### src/rtl/quad_encoder_angle.sv
// Quadrature encoder front end: synchronize and filter A/B/Z, decode 4x steps, track
// electrical count with index reload, and convert it to a Q2.15 angle on request.
module quad_encoder_angle #(
  parameter int unsigned ECPR         = 1000,
  parameter int unsigned FILTER_LEN   = 4,
  parameter int unsigned INDEX_OFFSET = 0
) (
  input  logic        clk,
  input  logic        rstn,
  input  logic        enc_a,
  input  logic        enc_b,
  input  logic        enc_z,
  input  logic        sample,
  input  logic        err_clr,
  output logic [17:0] theta_tdata,
  output logic        theta_tvalid,
  output logic [31:0] pos_count,
  output logic        dir,
  output logic        index_seen,
  output logic        err
);

  localparam int unsigned CW          = $clog2(FILTER_LEN + 1);
  localparam logic [CW-1:0] FL_C      = CW'(FILTER_LEN);
  localparam logic [63:0] TWO_PI_Q31  = 64'd13493037704;
  localparam logic [47:0] K_C         = 48'(TWO_PI_Q31 / 64'(ECPR));
  localparam logic [17:0] PI_Q15      = 18'd102943;
  localparam logic [15:0] ECNT_MAX    = 16'(ECPR - 1);
  localparam logic [15:0] ECNT_RST    = 16'(INDEX_OFFSET);

  // Line index 0 = A, 1 = B, 2 = Z.
  logic [2:0]    sync1_q, sync2_q, last_q, last_d;
  logic [2:0]    filt_q, filt_d, fvalid_q, fvalid_d;
  logic [CW-1:0] cnt_q [3];
  logic [CW-1:0] cnt_d [3];

  logic [1:0]  ab_prev_q, ab_prev_d, ab_cur;
  logic        ab_primed_q, ab_primed_d, ab_valid;
  logic        z_prev_q, z_prev_d, z_primed_q, z_primed_d, z_rise;
  logic        step_up, step_dn, illegal;

  logic [31:0] pos_q, pos_d;
  logic [15:0] ecnt_q, ecnt_d;
  logic        dir_q, dir_d, index_q, index_d, err_q, err_d;

  logic [15:0] snap_q, snap_d;
  logic [17:0] scaled_q, scaled_d;
  logic [17:0] theta_q, theta_d;
  logic        v1_q, v2_q, tvalid_q;

  function automatic logic [1:0] gray_pos(input logic [1:0] ab);
    logic [1:0] p;
    unique case (ab)
      2'b00:   p = 2'd0;
      2'b01:   p = 2'd1;
      2'b11:   p = 2'd2;
      default: p = 2'd3;
    endcase
    return p;
  endfunction

  // A level is accepted once the same synchronized value has been seen FILTER_LEN times.
  always_comb begin
    last_d   = sync2_q;
    filt_d   = filt_q;
    fvalid_d = fvalid_q;
    for (int i = 0; i < 3; i++) begin
      if (cnt_q[i] == '0 || sync2_q[i] != last_q[i]) begin
        cnt_d[i] = CW'(1);
      end else if (cnt_q[i] < FL_C) begin
        cnt_d[i] = cnt_q[i] + CW'(1);
      end else begin
        cnt_d[i] = cnt_q[i];
      end
      if (cnt_d[i] >= FL_C) begin
        filt_d[i]   = sync2_q[i];
        fvalid_d[i] = 1'b1;
      end
    end
  end

  always_comb begin
    ab_cur      = {filt_q[0], filt_q[1]};
    ab_valid    = fvalid_q[0] & fvalid_q[1];
    ab_prev_d   = ab_valid ? ab_cur : ab_prev_q;
    ab_primed_d = ab_primed_q | ab_valid;
    step_up     = 1'b0;
    step_dn     = 1'b0;
    illegal     = 1'b0;
    if (ab_primed_q && ab_cur != ab_prev_q) begin
      if (ab_cur == ~ab_prev_q) begin
        illegal = 1'b1;
      end else if (gray_pos(ab_cur) == gray_pos(ab_prev_q) + 2'd1) begin
        step_dn = 1'b1;
      end else begin
        step_up = 1'b1;
      end
    end

    z_prev_d   = fvalid_q[2] ? filt_q[2] : z_prev_q;
    z_primed_d = z_primed_q | fvalid_q[2];
    z_rise     = z_primed_q & filt_q[2] & ~z_prev_q;
  end

  always_comb begin
    pos_d   = pos_q;
    ecnt_d  = ecnt_q;
    dir_d   = dir_q;
    index_d = index_q;
    err_d   = err_q;
    if (step_up) begin
      pos_d  = pos_q + 32'd1;
      ecnt_d = (ecnt_q == ECNT_MAX) ? 16'd0 : ecnt_q + 16'd1;
      dir_d  = 1'b1;
    end else if (step_dn) begin
      pos_d  = pos_q - 32'd1;
      ecnt_d = (ecnt_q == 16'd0) ? ECNT_MAX : ecnt_q - 16'd1;
      dir_d  = 1'b0;
    end
    // Index reload overrides any coincident step on the electrical count only.
    if (z_rise) begin
      ecnt_d  = ECNT_RST;
      index_d = 1'b1;
    end
    if (err_clr) begin
      err_d = 1'b0;
    end
    if (illegal) begin
      err_d = 1'b1;
    end
  end

  // Angle pipeline: snapshot, scale, offset.
  always_comb begin
    snap_d   = sample ? ecnt_q : snap_q;
    scaled_d = v1_q ? 18'(({32'd0, snap_q} * K_C) >> 16) : scaled_q;
    theta_d  = v2_q ? (scaled_q - PI_Q15) : theta_q;
  end

  always_ff @(posedge clk or negedge rstn) begin
    if (!rstn) begin
      sync1_q     <= '0;
      sync2_q     <= '0;
      last_q      <= '0;
      filt_q      <= '0;
      fvalid_q    <= '0;
      for (int i = 0; i < 3; i++) begin
        cnt_q[i] <= '0;
      end
      ab_prev_q   <= '0;
      ab_primed_q <= 1'b0;
      z_prev_q    <= 1'b0;
      z_primed_q  <= 1'b0;
      pos_q       <= '0;
      ecnt_q      <= ECNT_RST;
      dir_q       <= 1'b0;
      index_q     <= 1'b0;
      err_q       <= 1'b0;
      snap_q      <= '0;
      scaled_q    <= '0;
      theta_q     <= '0;
      v1_q        <= 1'b0;
      v2_q        <= 1'b0;
      tvalid_q    <= 1'b0;
    end else begin
      sync1_q     <= {enc_z, enc_b, enc_a};
      sync2_q     <= sync1_q;
      last_q      <= last_d;
      filt_q      <= filt_d;
      fvalid_q    <= fvalid_d;
      for (int i = 0; i < 3; i++) begin
        cnt_q[i] <= cnt_d[i];
      end
      ab_prev_q   <= ab_prev_d;
      ab_primed_q <= ab_primed_d;
      z_prev_q    <= z_prev_d;
      z_primed_q  <= z_primed_d;
      pos_q       <= pos_d;
      ecnt_q      <= ecnt_d;
      dir_q       <= dir_d;
      index_q     <= index_d;
      err_q       <= err_d;
      snap_q      <= snap_d;
      scaled_q    <= scaled_d;
      theta_q     <= theta_d;
      v1_q        <= sample;
      v2_q        <= v1_q;
      tvalid_q    <= v2_q;
    end
  end

  assign theta_tdata  = theta_q;
  assign theta_tvalid = tvalid_q;
  assign pos_count    = pos_q;
  assign dir          = dir_q;
  assign index_seen   = index_q;
  assign err          = err_q;

endmodule
### config.mk
export PLATFORM = sky130hd
export DESIGN_NAME = quad_encoder_angle
export DESIGN_NICKNAME = d
export VERILOG_FILES = /design/src/rtl/quad_encoder_angle.sv
export SDC_FILE = /design/constraint.sdc
export NUM_CORES = 1
export LEC_CHECK = 0
export CAP_MARGIN = 20
export CORE_UTILIZATION = 34
export CTS_BUF_LIST = sky130_fd_sc_hd__clkbuf_4 sky130_fd_sc_hd__clkbuf_8 sky130_fd_sc_hd__clkbuf_16
export DETAILED_ROUTE_END_ITERATION = 10
export PLACE_DENSITY = 0.61
export SLEW_MARGIN = 15
export SYNTH_ARGS = -nofsm -noshare
export SYNTH_HDL_FRONTEND = slang
export SYNTH_SLANG_ARGS = --single-unit
### constraint.sdc
create_clock -name clk -period 7.95 [get_ports clk]
set_input_delay 1.59 -clock clk [delete_from_list [all_inputs] [get_ports clk]]
set_output_delay 1.59 -clock clk [all_outputs]
set_load 0.03 [all_outputs]
# After elaboration in Yosys (flattened, before gate mapping)
# Cells that the tools add are included.
# word_totals
elab_cells,105
inputBits,7
out_inout_bits,54
register_bits,135
# classes
eq_ne,11
add_sub_neg,9
bitwise_logic,7
n_reduce_logical,13
order_cmp,6
mul,1
muxes,31
# op_table
cell,n
16-bit 2-to-1 mux,5
32-bit 2-to-1 mux,2
"16-bit by 24-bit multiplier with 34-bit output, second input constant",1
"32-bit by 1-bit adder with 32-bit output, second input constant",1
"32-bit by 1-bit subtractor with 32-bit output, second input constant",1
3-bit 2-to-1 mux,6
"18-bit by 17-bit subtractor with 18-bit output, second input constant",1
"16-bit by 1-bit adder with 16-bit output, second input constant",1
"16-bit by 10-bit equality test with 1-bit output, second input constant",1
16-bit logical NOT,1
"16-bit by 1-bit subtractor with 16-bit output, second input constant",1
1-bit 2-to-1 mux,12
2-bit case mux with 3 select lines,2
"3-bit by 1-bit adder with 3-bit output, second input constant",3
"3-bit >= comparator, second input constant",3
3-bit logical NOT,3
"3-bit < comparator, second input constant",3
2-bit 2-to-1 mux,4
"2-bit by 1-bit equality test with 1-bit output, second input constant",2
2-bit equality test,2
"2-bit equality test, second input constant",2
2-bit logical NOT,2
2-bit nonzero test,2
1-bit bitwise AND,3
9 further kinds,14

# Depth between registers and ports, before layout
# Gate-level depths: netlist of run 1.
# depth
ltp_word,12
depth_mapped,22

# Worst setup path after synthesis of run 1
# No wires, ideal clock.
# synth_path
path_type,reg2reg
startpoint,register snap_q[4]
endpoint,register scaled_q[14]
path_slack_ns,1.870
path_stages_with_launch,21
required_time_ns,7.825
arrival_ns,5.955
setup_time_ns,0.125
path_cell_list,dfrtp_1 fa_1 inv_1 fa_1 inv_1 fa_1 fa_1 fa_1 inv_1 fa_1 inv_1 ha_1 nand4_1 or4_1 o32a_1 o211a_2 a21oi_4 o211ai_1 and2_1 xnor2_1 mux2_2
# synth_via
elab_chain_len,1
# synth_lines
item,line,text
from (decl),46,"logic [15:0] snap_q, snap_d;"
from (signal assigned),183,snap_q <= snap_d;
16-bit by 24-bit multiplier with 34-bit output,136,"scaled_d = v1_q ? 18'(({32'd0, snap_q} * K_C) >> 16) : scaled_q;"
to (signal assigned),184,scaled_q <= scaled_d;
to (decl),47,"logic [17:0] scaled_q, scaled_d;"
# Every way passes these cells.
# A chain may end at the register's enable or synchronous reset.

# Final worst setup path of run 1
# Ends and elaborated chain as after synthesis.

==> results of run 1 <==
==> area by class of cell <==
cell class	count	share of cell area, %
clock buffers	17	2.75
clock inverters	15	1.29
inverters	254	6.17
multi-input cells	1001	59.5
flip-flops and latches	135	21.9
well taps	525	4.25
repair buffers	66	4.19
==> worst max-delay path: stages, from the launching register on <==
cell	delay, ns
dfrtp_1	0.50
fa_1	0.62
inv_1	0.07
fa_1	0.54
inv_1	0.05
fa_1	0.53
fa_1	0.46
fa_1	0.55
inv_1	0.06
fa_1	0.55
inv_1	0.05
ha_1	0.36
nand4_1	0.14
or4_1	0.53
o32a_1	0.31
o211a_2	0.18
a21oi_4	0.16
o211ai_1	0.13
and2_1	0.18
xnor2_1	0.11
mux2_2	0.26
==> through the flow <==
stage	setup WS [ns]	cell area (um2)
after floorplan	1.87	13700
after global placement	1.58	14800
after detailed placement	1.51	14800
after CTS	1.48	15500
after global routing	1.19	15500
final	1.49	15500
==> registers in the layout (all words and copies together) (netlist names), 2 cells and up <==
signal / cells
sync1_q: 3
ecnt_q: 16
cnt_q: 9
theta_tdata: 18
scaled_q: 18
pos_count: 32
fvalid_q: 3
ab_prev_q: 2
last_d: 3
last_q: 3
snap_q: 16
filt_q: 3
==> path summary, 6_finish.rpt <==
| kind | end | slack (ns) |
|---|---|---|
| min reg2reg | last_d[2]$_DFF_PN0_ | 0.36 |
| max in group asynchronous | sync1_q[2]$_DFF_PN0_ | 5.80 |
| max | scaled_q[14]$_DFFE_PN0P_ | 1.49 |
| min | last_d[2]$_DFF_PN0_ | 0.36 |
| max reg2reg | scaled_q[14]$_DFFE_PN0P_ | 1.49 |
| min in group asynchronous | theta_tdata[2]$_DFFE_PN0P_ | 1.16 |
==> kinds of logic (layout without fill, tap and decap cells) <==
family / count (synthesis) / after routing / share of synthesized area (%)
AO/OA/AOI/OAI: 282 / 282 / 12.9
XOR/XNOR: 83 / 83 / 5.32
adder cells (fa/ha/maj): 312 / 312 / 35.6
buffers and inverters: 292 / 352 / 8.07
flip-flops: 135 / 135 / 24.7
multiplexers: 36 / 36 / 2.93
AND/OR/NAND/NOR: 288 / 288 / 10.5
==> cells in the mapped netlist (all sizes together) (7+ instances only) <==
library cell / instances
ha: 184
dfrtp: 135
o21ai: 88
mux2: 32
xnor2: 50
clkbuf: 33
a21oi: 80
xor2: 33
nor2: 60
fa: 128
nand3: 22
nand2: 95
a31oi: 10
a211oi: 7
or3: 7
nor3: 15
nand2b: 10
inv: 252
and3: 13
nor2b: 11
o21a: 11
a21o: 26
nand4: 12
==> routing by layer <==
metal	track usage (%)	vias up
met2	27.3	163
met1	21.8	4757
met4	4.24	0
met3	2.74	27
met5	0	-
li1	-	4860
==> cell usage in the layout (no fill, tap or decap), types with 7 or more instances in the layout <==
cell             netlist  final
inv_1                252    252
ha_1                 184    184
dfrtp_1              135    135
fa_1                 128    128
nand2_1               95     94
o21ai_0               87     87
a21oi_1               79     79
nor2_1                60     60
clkdlybuf4s50_1        0     59
xnor2_1               50     50
xor2_1                33     33
mux2_2                32     32
a21o_1                26     26
nand3_1               22     22
clkbuf_16              0     17
nor3_1                15     15
and3_1                13     13
nand4_1               12     12
nor2b_1               11     11
o21a_1                11     11
nand2b_1              10     10
a31oi_1                9      9
or3_1                  7      7
a211oi_1               7      7
clkinv_8               0      7
==> impl_results.md, run 1 <==
- Worst Setup Start Kind: flop
- Worst Hold Path Cells: 0
- Final ANT Viol Nets: 0
- Diodes inserted: 0
- Crit share post-route: between 80 and 90%
- Post-route insts no fill: approximately 2000
- Max Clk Rate: 155 MHz
- Final TNS setup: 0 ns
- Number of hold-slack violations in the final timing report: 0
- Top Metal Used: met4
- Total placed cells including tap cells: ~2000
- Launch point of the critical path: snap_q[4]$_DFFE_PN0P_
- TritonCTS clock tree: yes
- Share of async-settable or async-resettable flops after synthesis: between 90% and 100%
- Fillcell total: approximately 4000
- Die width: around 200 um
- Final setup violating endpoints: 0
- Launching point of the worst reg2reg path: snap_q[4]$_DFFE_PN0P_
- Remaining design rule violation count: 0
- Utilization of the core after routing: 38.9%
- CP Max Fanout: 7
- Number of nets in the layout: 1794
- Sink count of the clock tree: 135
- Global-route total usage across every layer: between 15 and 20%
- Count of input and output buffers: 60
- Yosys reg bits: between 100 and 150
- Routed length on met2: between 15000 and 20000 um
- Initial Utilization: around a third
- Drt total wl: between 30000 and 40000 um
- Worst hold path startpoint: sync1_q[2]$_DFF_PN0_
- Time the worst path needs with I/O delays and setup: around 6.5 ns
- Total Die Area: slightly above 40000 um2
- RSZ-0062 raised after global routing: no
- Buffer cell driving the clock tree root: clkbuf_16
- Number of CTS-inserted buffers: 17
- Maximum number of pins on one net before global-route repair: 85
- Signed area change from the synthesized netlist to the final layout: 13.0%
- Cell Area, Synth: 13700 um2
- Syn nets: approximately 1700
- Clock buffer depth: 2
- Number of enable flip-flop cells after synthesis: 0
- Number of max-slew violations in the final report: 0
- Post-CTS Hold Buffers: 0
- Via density per instance: a little under 5
- Number of resized instances in the post-cts repair step: 0
- Actual slew at the worst max-slew pin: slightly below 1 ns
- Number of optimization iterations in the first detailed-route pass: 5
- Number of global-route vias before repair: about 10000
- Most area-hungry cell type in the Yosys netlist: dfrtp_1
- Multi-input gate area in the final layout: between 9000 and 10000 um2
- Required time of the worst setup path: slightly above 8 ns
- Met3 Routed Length: between 1000 and 1500 um
- Result of the run: finished clean
- Cell count of the worst reg-to-reg path: 20
- YS warnings: 0
- Ports placed on the boundary: 61
- Critical path arrival: between 6 and 7 ns
- Biggest area contributors in the synthesized netlist: dfrtp_1 (25%), fa_1 (19%), ha_1 (17%)
- Setup skew after layout: 0.0132 ns
- Element type at the critical path end: flop
- Area fraction of the dominant cell type after synthesis: about a quarter
- CTS HTree Levels: 4
- Kind of critical path: reg2reg
- Last weighted congestion value of the routability-driven placer: around 0.96
- Worst hold path class: reg2reg
- Initial DRC count: 447
- Placeable core area: 39700 um2
- Area occupied by registers: approximately 3400 um2
- Vias: between 9000 and 10000
- Max capacitance violation total: 0
- Clock latency at the later pin of the worst-skew pair: about 0.44 ns
- Synth Area per Inst: 9.58 um2
- Chip Height: approximately 200 um
- Wire length of the first global-routing pass: 53300 um
- Syn Inst Count: about 1400
- Metal-1 WL: between 10000 and 15000 um
- Antenna violations before repair: 0
- Clock input transition at the sequential cells of the worst setup and hold paths: ~0.07 ns
- Worst Hold Slack: ~0.36 ns
- Routed wire length per instance: approximately 16 um
- Top flip-flop cell by instance count after synthesis: dfrtp_1
- Post-synthesis cell type count: 68
- Proportion of layout cells with a drive suffix above 1: 6.05%
- HPWL after DPL: about 25000 um
- Worst slew margin: between 30 and 40%
- Post-CTS Setup Bufs: 0
- Sequential share of the synthesized area: roughly 25%
- Standard-cell row count: 73
- Overflow left after global routing: 0
Power of run 1 is left out: the tool's default activity adds up to more than one toggle a clock period on the data nets, which glitch-free logic cannot reach.
==> run 2: changes to the inputs <==
==> constraint.sdc (replaced) <==
create_clock -name clk -period 6.2 [get_ports clk]
set_input_delay 1.24 -clock clk [delete_from_list [all_inputs] [get_ports clk]]
set_output_delay 1.24 -clock clk [all_outputs]
set_load 0.03 [all_outputs]
==> run 2 against run 1 <==
Net effect: maximum frequency is 6.6% higher; via count is 2.4% higher; die area stayed put; non-clock buffer count is 35 higher; critical path depth is 1 lower; first-iteration DRC count is 5.4% higher; critical path type unchanged; critical endpoint unchanged.
==> impl_results.md, run 2 (synthesized netlist as in run 1, its figures left out) <==
- Overflow left after global routing: 0 (unchanged)
- Signed area change from the synthesized netlist to the final layout: 16.3%
- Critical path arrival: 6.38 ns (-0.40 ns)
- CTS HTree Levels: 4 (unchanged)
- Highest-count cells in the layout ignoring fill and taps: inv_1 (245), ha_1 (173), dfrtp_1 (130)
- Required time of the worst setup path: 6.52 ns (-1.75 ns)
- Number of CTS-inserted buffers: 17 (unchanged)
- Clock buffer depth: 2 (unchanged)
- Remaining design rule violation count: 0 (unchanged)
- Vias: 10000 (+2.4%)
- Setup skew after layout: 0.0155 ns (+0.00226 ns)
- Chip Height: 203 um (unchanged)
- Antenna violations before repair: 0 (unchanged)
- Post-CTS Hold Buffers: 0 (unchanged)
- Wire length of the first global-routing pass: 53200 um (about the same)
- Clock input transition at the sequential cells of the worst setup and hold paths: 0.08 ns (about the same)
- Time the worst path needs with I/O delays and setup: 6.06 ns (-0.398 ns)
- Number of flip-flops in the largest register: 32 (unchanged)
- Actual slew at the worst max-slew pin: 1.00 ns (+0.0160 ns)
- Initial Utilization: 34.4% (unchanged)
- Crit share post-route: 97.7% (+17 points)
- Max Clk Rate: 165 MHz (+6.6%)
- Global routing met3 resource utilization: 3.05% (+0.30 points)
- Number of max-slew violations in the final report: 0 (unchanged)
- Slack of the critical path: 0.142 ns (-1.35 ns)
- M2 GR Usage: 28.1% (+0.80 points)
- Worst slew margin: 33.2% (-0.66 points)
- Die width: 203 um (unchanged)
- Standard-cell row count: 73 (unchanged)
- Global-route total usage across every layer: 16.3% (about the same)
- Clock latency at the later pin of the worst-skew pair: 0.45 ns (about the same)
- Number of hold-slack violations in the final timing report: 0 (unchanged)
- Final setup violating endpoints: 0 (unchanged)
- Placeable core area: 39700 um2 (unchanged)
- HPWL after DPL: 25100 um (+0.20%)
- Ports placed on the boundary: 61 (unchanged)
- Initial DRC count: 471 (+5.4%)
- GR Layer Usage met1: 21.1% (-0.70 points)
- Element type at the critical path end: flop
- Diodes inserted: 0 (unchanged)
- Setup slack at placement: 0.0179 ns (-1.49 ns)
- Max capacitance violation total: 0 (unchanged)
- Worst hold path class: reg2reg
- Drt total wl: 32200 um (+1.3%)
- Worst Setup Start Kind: flop
- Sink count of the clock tree: 135 (unchanged)
- Buffer cell driving the clock tree root: clkbuf_16
- Last weighted congestion value of the routability-driven placer: 0.988 (+2.7%)
- Total Die Area: 41000 um2 (unchanged)
- Proportion of layout cells with a drive suffix above 1: 10.3% (+4.3 points)
- RSZ-0062 raised after global routing: yes
- Routed wire length per instance: 15.7 um (-0.44%)
- Number of optimization iterations in the first detailed-route pass: 7 (+2)
- Result of the run: finished clean
- Number of global-route vias before repair: 10300 (+1.6%)
- Busiest grt layer: met2
- Most common cell after layout, fill and taps aside: inv_1
- Via density per instance: 4.90 (+0.65%)
- Count of input and output buffers: 60 (unchanged)
- Final ANT Viol Nets: 0 (unchanged)
- Kind of critical path: reg2reg
- TritonCTS clock tree: yes
- CP Max Fanout: 3 (-4)
- Maximum number of pins on one net before global-route repair: 102 (+20%)
- Number of nets in the layout: 1829 (+2.0%)
[run 2: cell count changes in the layout (fill, tap and decap cells not counted), moves of 5 or more]
cell     previous run  this run
ha_1              184       173
dfrtp_2             0         5
inv_2               0         7
dfrtp_1           135       130
buf_4               6        41
inv_1             252       245
ha_4                0         8
[run 2: layout make-up]
class	instances	area (um2)
repair buffers	101	910
flip-flops and latches	135	3380
clock buffers	17	425
well taps	525	657
clock inverters	15	209
fillers	3875	23800
multi-input cells	1001	9360
inverters	254	953
[run 2: repair_timing]
| item | in CTS | in global routing |
|---|---|---|
| endpoints found under the hold margin | 0 | 0 |
| pin swaps | 2 | 32 |
| setup buffers | 0 | 13 |
| gates resized for setup | 2 | 36 |
| setup endpoints to repair | 4 | 8 |
[run 2: worst paths after layout]
path,from,end,slack [ns],depth (start not counted)
hold reg to reg,sync1_q[2]$_DFF_PN0_,last_d[2]$_DFF_PN0_,0.35,0
setup / recovery,snap_q[6]$_DFFE_PN0P_,scaled_q[14]$_DFFE_PN0P_,0.14,19
min in group asynchronous,rstn,scaled_q[4]$_DFFE_PN0P_,0.89,1
setup reg to reg,snap_q[6]$_DFFE_PN0P_,scaled_q[14]$_DFFE_PN0P_,0.14,19
hold / removal,sync1_q[2]$_DFF_PN0_,last_d[2]$_DFF_PN0_,0.35,0
max in group asynchronous,rstn,ecnt_q[3]$_DFFE_PN0P_,4.20,2
[run 2: critical path: stages, from the launching register on]
cell and delay (ns):
dfrtp_1 0.40, fa_1 0.51, buf_4 0.16, fa_1 0.40
inv_2 0.10, fa_1 0.45, fa_1 0.51, fa_1 0.55
inv_1 0.05, fa_1 0.48, ha_4 0.30, nand2_2 0.06
or4_1 0.53, o32a_1 0.40, o211a_4 0.17, a21oi_4 0.19
o211ai_1 0.12, and2_1 0.19, xnor2_1 0.12, mux2_4 0.25
[run 2: routing by layer]
layer,part of all wire (%),vias up
li1,-,4940
met1,47,4887
met2,48,179
met3,3.5,36
met4,1.7,0
met5,0,-
[run 2: per-stage QoR]
| stage | utilization (%) | hold slack (ns) | instances | setup TNS (ns) | area (um2) |
|---|---|---|---|---|---|
| 2_1_floorplan | - | 0.331 | 1428 | 0 | 13700 |
| 3_3_place_gp | 37.7 | 0.334 | 2003 | 0 | 15000 |
| 3_5_place_dp | 37.7 | 0.336 | 2003 | 0 | 15000 |
| 4_1_cts | 39.4 | 0.356 | 2035 | 0 | 15600 |
| 5_1_grt | 40.0 | 0.360 | 2048 | -0.343 | 15900 |
| 6_report | 40.0 | 0.353 | 2048 | 0 | 15900 |
Power of run 2 is left out for the same reason.
==> run 3: changes to the inputs <==
--- a/config.mk
+++ b/config.mk
@@ -9,7 +9,8 @@
 export CORE_UTILIZATION = 34
 export CTS_BUF_LIST = sky130_fd_sc_hd__clkbuf_4 sky130_fd_sc_hd__clkbuf_8 sky130_fd_sc_hd__clkbuf_16
 export DETAILED_ROUTE_END_ITERATION = 10
-export PLACE_DENSITY = 0.61
+export PLACE_DENSITY_LB_ADDON = 0.08
+export REMOVE_ABC_BUFFERS = 1
 export SLEW_MARGIN = 15
 export SYNTH_ARGS = -nofsm -noshare
 export SYNTH_HDL_FRONTEND = slang
==> run 3 against run 2 <==
Net effect: die area unchanged; via count shrank 2.7%; maximum frequency up 0.35%; utilization fell by 0.31 points; critical path type unchanged; critical endpoint unchanged; wire length is 4.0% higher.
==> impl_results.md, run 3 (synthesized netlist as in run 1, its figures left out) <==
- Result of the run: finished clean
- Placeable core area: 39700 um2 (unchanged)
- Kind of critical path: reg2reg
- Slack of the critical path: 0.163 ns (+0.0213 ns)
- Initial Utilization: 34.4% (unchanged)
- Worst hold path startpoint: sync1_q[1]$_DFF_PN0_
- Clock buffer depth: 2 (unchanged)
- Initial DRC count: 406 (-14%)
- CTS HTree Levels: 4 (unchanged)
- Wire length of the first global-routing pass: 56200 um (+5.6%)
- Last weighted congestion value of the routability-driven placer: 0.878 (-11%)
- Number of optimization iterations in the first detailed-route pass: 4 (-3)
- Number of flip-flops in the largest register: 32 (unchanged)
- TritonCTS clock tree: yes
- Chip Height: 203 um (unchanged)
- Buffer cell driving the clock tree root: clkbuf_16
- Overflow left after global routing: 0 (unchanged)
- R2R Path End: scaled_q[14]$_DFFE_PN0P_
- Clock input transition at the sequential cells of the worst setup and hold paths: 0.07 ns (about the same)
- Actual slew at the worst max-slew pin: 0.946 ns (-0.0566 ns)
- Crit share post-route: 97.4% (-0.34 points)
- Antenna violations before repair: 0 (unchanged)
- Number of hold-slack violations in the final timing report: 0 (unchanged)
- Standard-cell row count: 73 (unchanged)
- Signed area change from the synthesized netlist to the final layout: 15.4%
- Drt total wl: 33500 um (+4.0%)
- Number of CTS-inserted buffers: 17 (unchanged)
- Max Clk Rate: 166 MHz (+0.35%)
- Required time of the worst setup path: 6.53 ns (about the same)
- Total Die Area: 41000 um2 (unchanged)
- Vias: 9766 (-2.7%)
- Total placed cells including tap cells: 2006 (+0.15%)
- Number of global-route vias before repair: 10600 (+3.1%)
- Count of input and output buffers: 60 (unchanged)
- Highest-count cells in the layout ignoring fill and taps: inv_1 (245), ha_1 (174), dfrtp_1 (129)
- Setup skew after layout: 0.0122 ns (-0.00324 ns)
- R2R Setup Slk: 0.16 ns (+0.02 ns)
- Via density per instance: 4.78 (-2.4%)
- Launch point of the critical path: snap_q[6]$_DFFE_PN0P_
- Critical path arrival: 6.36 ns (-0.02 ns)
- CP Max Fanout: 3 (unchanged)
- Ports placed on the boundary: 61 (unchanged)
- Worst hold path class: reg2reg
- Routed wire length per instance: 16.4 um (+4.4%)
- Diodes inserted: 0 (unchanged)
- Time the worst path needs with I/O delays and setup: 6.04 ns (-0.0213 ns)
- Worst Setup Start Kind: flop
- Cell count of the worst reg-to-reg path: 19 (unchanged)
- Max capacitance violation total: 0 (unchanged)
- Setup slack at placement: 0.0806 ns (+0.0627 ns)
- Critical path capture point: scaled_q[14]$_DFFE_PN0P_
- Worst slew margin: 37.0% (+3.8 points)
- Global-route total usage across every layer: 17.5% (+1.2 points)
- Launching point of the worst reg2reg path: snap_q[6]$_DFFE_PN0P_
- Post-route insts no fill: 2041 (-0.34%)
- Final setup violating endpoints: 0 (unchanged)
- Remaining design rule violation count: 0 (unchanged)
- Element type at the critical path end: flop
- Number of max-slew violations in the final report: 0 (unchanged)
- Maximum number of pins on one net before global-route repair: 92 (-9.8%)
- HPWL after DPL: 26300 um (+4.8%)
- Sink count of the clock tree: 135 (unchanged)
- Proportion of layout cells with a drive suffix above 1: 9.76% (-0.55 points)
- Final ANT Viol Nets: 0 (unchanged)
- Clock latency at the later pin of the worst-skew pair: 0.45 ns (about the same)
- Utilization of the core after routing: 39.7% (-0.31 points)
- Most common cell after layout, fill and taps aside: inv_1
- Number of nets in the layout: 1822 (-0.38%)
- Die width: 203 um (unchanged)
==> run 3: cell count changes in the layout (fill, tap and decap cells not counted), moves of 2 or more <==
| cell | change |
|---|---|
| buf_4 | -8 |
| inv_8 | +3 |
| clkinv_8 | -9 |
| inv_6 | +3 |
| clkinvlp_4 | +2 |
==> run 3: how the worst min path moves through the flow <==
stage	end	depth (start not counted)
floorplan	last_d[0]$_DFF_PN0_	0
CTS	last_d[0]$_DFF_PN0_	0
global placement	last_d[1]$_DFF_PN0_	0
detailed placement	last_d[0]$_DFF_PN0_	0
finish	last_d[1]$_DFF_PN0_	0
global route	last_d[0]$_DFF_PN0_	0
==> run 3: worst max-delay path, cell delays in order, from the launching register on <==
cell and delay (ns):
dfrtp_1 0.40, fa_1 0.52, buf_4 0.16, fa_1 0.43
inv_2 0.08, fa_1 0.40, fa_1 0.53, fa_1 0.55
inv_1 0.05, fa_1 0.48, ha_4 0.30, nand2_2 0.06
or4_1 0.53, o32a_1 0.39, o211a_4 0.16, a21oi_4 0.18
o211ai_1 0.15, and2_1 0.19, xnor2_1 0.12, mux2_2 0.26
==> run 3: cell type report <==
cell class,instances,area (um2)
Inverter,254,953
Fill cell,4031,24000
Clock inverter,14,159
Multi-Input combinational cell,1001,9330
Tap cell,525,657
Sequential cell,135,3390
Clock buffer,18,433
Timing Repair Buffer,94,861
==> run 3: metrics by stage <==
stage	hold WS, ns	TNS [ns]	cell area (um2)
after floorplan	0.331	0	13500
after global placement	0.338	0	15000
after detailed placement	0.338	0	15000
after CTS	0.360	0	15600
after global routing	0.369	-0.0475	15800
final	0.356	0	15800
==> run 3: metal layers <==
layer	track usage, %	share of wire (%)	vias up
met5	0	0	-
met4	6.55	2.9	0
met3	2.71	2.5	40
met2	29.3	46	131
met1	22.7	48	4677
li1	-	-	4918
==> run 3: what timing repair did <==
action / CTS / global route
endpoints found under the hold margin: 0 / 0
hold buffers: 0 / 0
setup buffers: 0 / 3
endpoints found under the setup margin: 0 / 7
gates resized for setup: 0 / 37
Power of run 3 is left out for the same reason.
==> edit: new RTL, config.mk and constraints of run 2 <==
Compare `ecnt_q` against `ECNT_MAX` with >= in place of ==.
--- a/src/rtl/quad_encoder_angle.sv
+++ b/src/rtl/quad_encoder_angle.sv
@@ -112,3 +112,3 @@
       pos_d  = pos_q + 32'd1;
-      ecnt_d = (ecnt_q == ECNT_MAX) ? 16'd0 : ecnt_q + 16'd1;
+      ecnt_d = (ecnt_q >= ECNT_MAX) ? 16'd0 : ecnt_q + 16'd1;
       dir_d  = 1'b1;
Function: same outputs for any inputs over 10 cycles, from zero or initial values and one cycle with rstn low; that may be too few to reach the edited logic, so the function may still have changed.
==> edit against run 2 <==
- first-iteration DRC count is 2.3% lower
- critical path depth grew 1
- sequential cell count did not move
- wire length decreased by 8.3%
- global-route usage decreased by 0.24 points
- synthesized area down 2.8%
- worst setup slack improved by 0.075 ns
- design area shrank 4.1%
- critical path type unchanged
- critical endpoint unchanged
Power is left out: the tool's default activity adds up to more than one toggle a clock period on the data nets, which glitch-free logic cannot reach.
==> edit: results (changes against run 2) <==
synthesis:
  syn-num-nets: 1698  # -2.8%
  netlist_top_cells_count: "inv_1, ha_1, dfrtp_1, fa_1, nand2_1"
  async_flop_share_pct: 100  # unchanged
  synth_warnings: 0  # unchanged
  ys_seq_area_share_pct: 25.4  # +0.71 points
  synth_cell_types: 65  # -4.4%
  yosys_most_used_dff: "dfrtp_1"
  synthTopCellsByArea: "dfrtp_1, fa_1, ha_1"
placement:
  dp_hpwl_um: 23900  # -4.9%
  gp_routability_congestion: 0.960  # -2.9%
  numPortBuffers: 60  # unchanged
  placed_area_mm2: 0.0146  # -2.5%
setup_path:
  critPathArrivalTime_ns: 6.31  # -0.07 ns
  r2r_slack_ns: 0.22  # +0.08 ns
  endpoint: "scaled_q[14]$_DFFE_PN0P_"
  reg2reg_depth: 20  # +1
  crit_fanout: 5  # +2
  crit_path_start: "snap_q[5]$_DFFE_PN0P_"
final_layout:
  drive_above_1_share_pct: 7.54  # -2.8 points
  num-fill-cells: 3832  # -1.1%
  largest_register_ffs: 32  # unchanged
  layout.nets: 1779  # -2.7%
  diodes: 0  # unchanged
route:
  wirelength_um: 29500  # -8.3%
  drtPass1Iterations: 5  # -2
  drt-initial-drc-count: 460  # -2.3%
  route.detailed.drc: 0  # unchanged
  num_vias: 9513  # -5.3%
clock_tree:
  clk_path_buf_depth: 2  # unchanged
  numCtsBuffers: 17  # unchanged
  cts_root_buf: "clkbuf_16"
  clkTransAtPathRegs_ns: 0.07
  clk_latency_ns: 0.45  # about the same
  htreeDepth: 4  # unchanged
global_route:
  grt_pass1_vias: 10000  # -2.9%
  antenna_found_initial: 0  # unchanged
  grt_first_pass_wirelength_um: 50300  # -5.5%
  grt_usage_pct: 16.1  # -0.24 points
  grt_max_degree: 83  # -19%
timing:
  whs_ns: 0.353  # +0.0000220 ns
  fin_skew_ns: 0.0188  # +0.00335 ns
  maxSlewHeadroom_pct: 34.4  # +1.2 points
  hold_viol: 0  # unchanged
worst_hold_path:
  min_path_type: "flop to flop"
run_status:
  status: "complete, no violations"
floorplanning:
  rows: 72  # -1.4%
==> edit: layout make-up <==
type	count	share of cell area [%]
repair buffers	85	5.18
clock inverters	14	0.902
inverters	242	5.95
flip-flops and latches	135	22.2
multi-input cells	980	58.8
well taps	518	4.25
clock buffers	17	2.79
==> edit: cell families after synthesis <==
| group | count (synthesis) | share of synthesized area [%] |
|---|---|---|
| adder cells (fa/ha/maj) | 311 | 36.5 |
| multiplexers | 32 | 2.69 |
| XOR/XNOR | 81 | 5.34 |
| AND/OR/NAND/NOR | 284 | 9.80 |
| flip-flops | 135 | 25.4 |
| AO/OA/AOI/OAI | 272 | 12.7 |
| buffers and inverters | 265 | 7.58 |
==> edit: worst min path at each step <==
stage / cells past startpoint / start / to
floorplan: 0 / sync1_q[0]$_DFF_PN0_ / last_d[0]$_DFF_PN0_
global placement: 0 / sync1_q[1]$_DFF_PN0_ / last_d[1]$_DFF_PN0_
finish: 0 / sync1_q[1]$_DFF_PN0_ / last_d[1]$_DFF_PN0_
detailed placement: 0 / sync1_q[0]$_DFF_PN0_ / last_d[0]$_DFF_PN0_
CTS: 0 / sync1_q[1]$_DFF_PN0_ / last_d[1]$_DFF_PN0_
global route: 0 / sync1_q[1]$_DFF_PN0_ / last_d[1]$_DFF_PN0_
==> edit: worst max-delay path: stages (launching register included) <==
cell and delay, ns:
dfrtp_1 0.40, fa_1 0.58, inv_1 0.06, fa_1 0.50
inv_1 0.06, fa_1 0.46, fa_1 0.51, fa_1 0.55
inv_1 0.05, fa_1 0.53, inv_1 0.07, ha_4 0.24
a211oi_2 0.21, nand2_1 0.09, a211oi_2 0.20, a21o_1 0.23
a211oi_4 0.09, o31ai_4 0.33, a211oi_2 0.15, or3_1 0.33
a31o_2 0.23
==> edit: through the flow <==
stage               util, %  instances  setup WS [ns]
floorplan                 -       1380          0.363
global placement       37.8       1958          0.155
detailed placement     37.8       1958         0.0995
CTS                    39.3       1989         0.0863
global route           39.5       1991        -0.0325
finish                 39.5       1991          0.217
==> edit: what timing repair did <==
action / 4_1_cts / 5_1_grt
buffers inserted: 0 / 2
hold buffers: 0 / 0
endpoints found under the hold margin: 0 / 0
endpoints found under the setup margin: 0 / 4
resized for setup: 0 / 10
==> edit: routing by layer <==
metal  vias to the layer above  global-route usage (%)  part of all wire, %
met5                         -                       0                    0
met4                         0                    5.23                  2.1
met3                        34                    2.92                  3.3
met2                       133                    27.0                   48
met1                      4589                    20.8                   47
li1                       4757                       -                    -
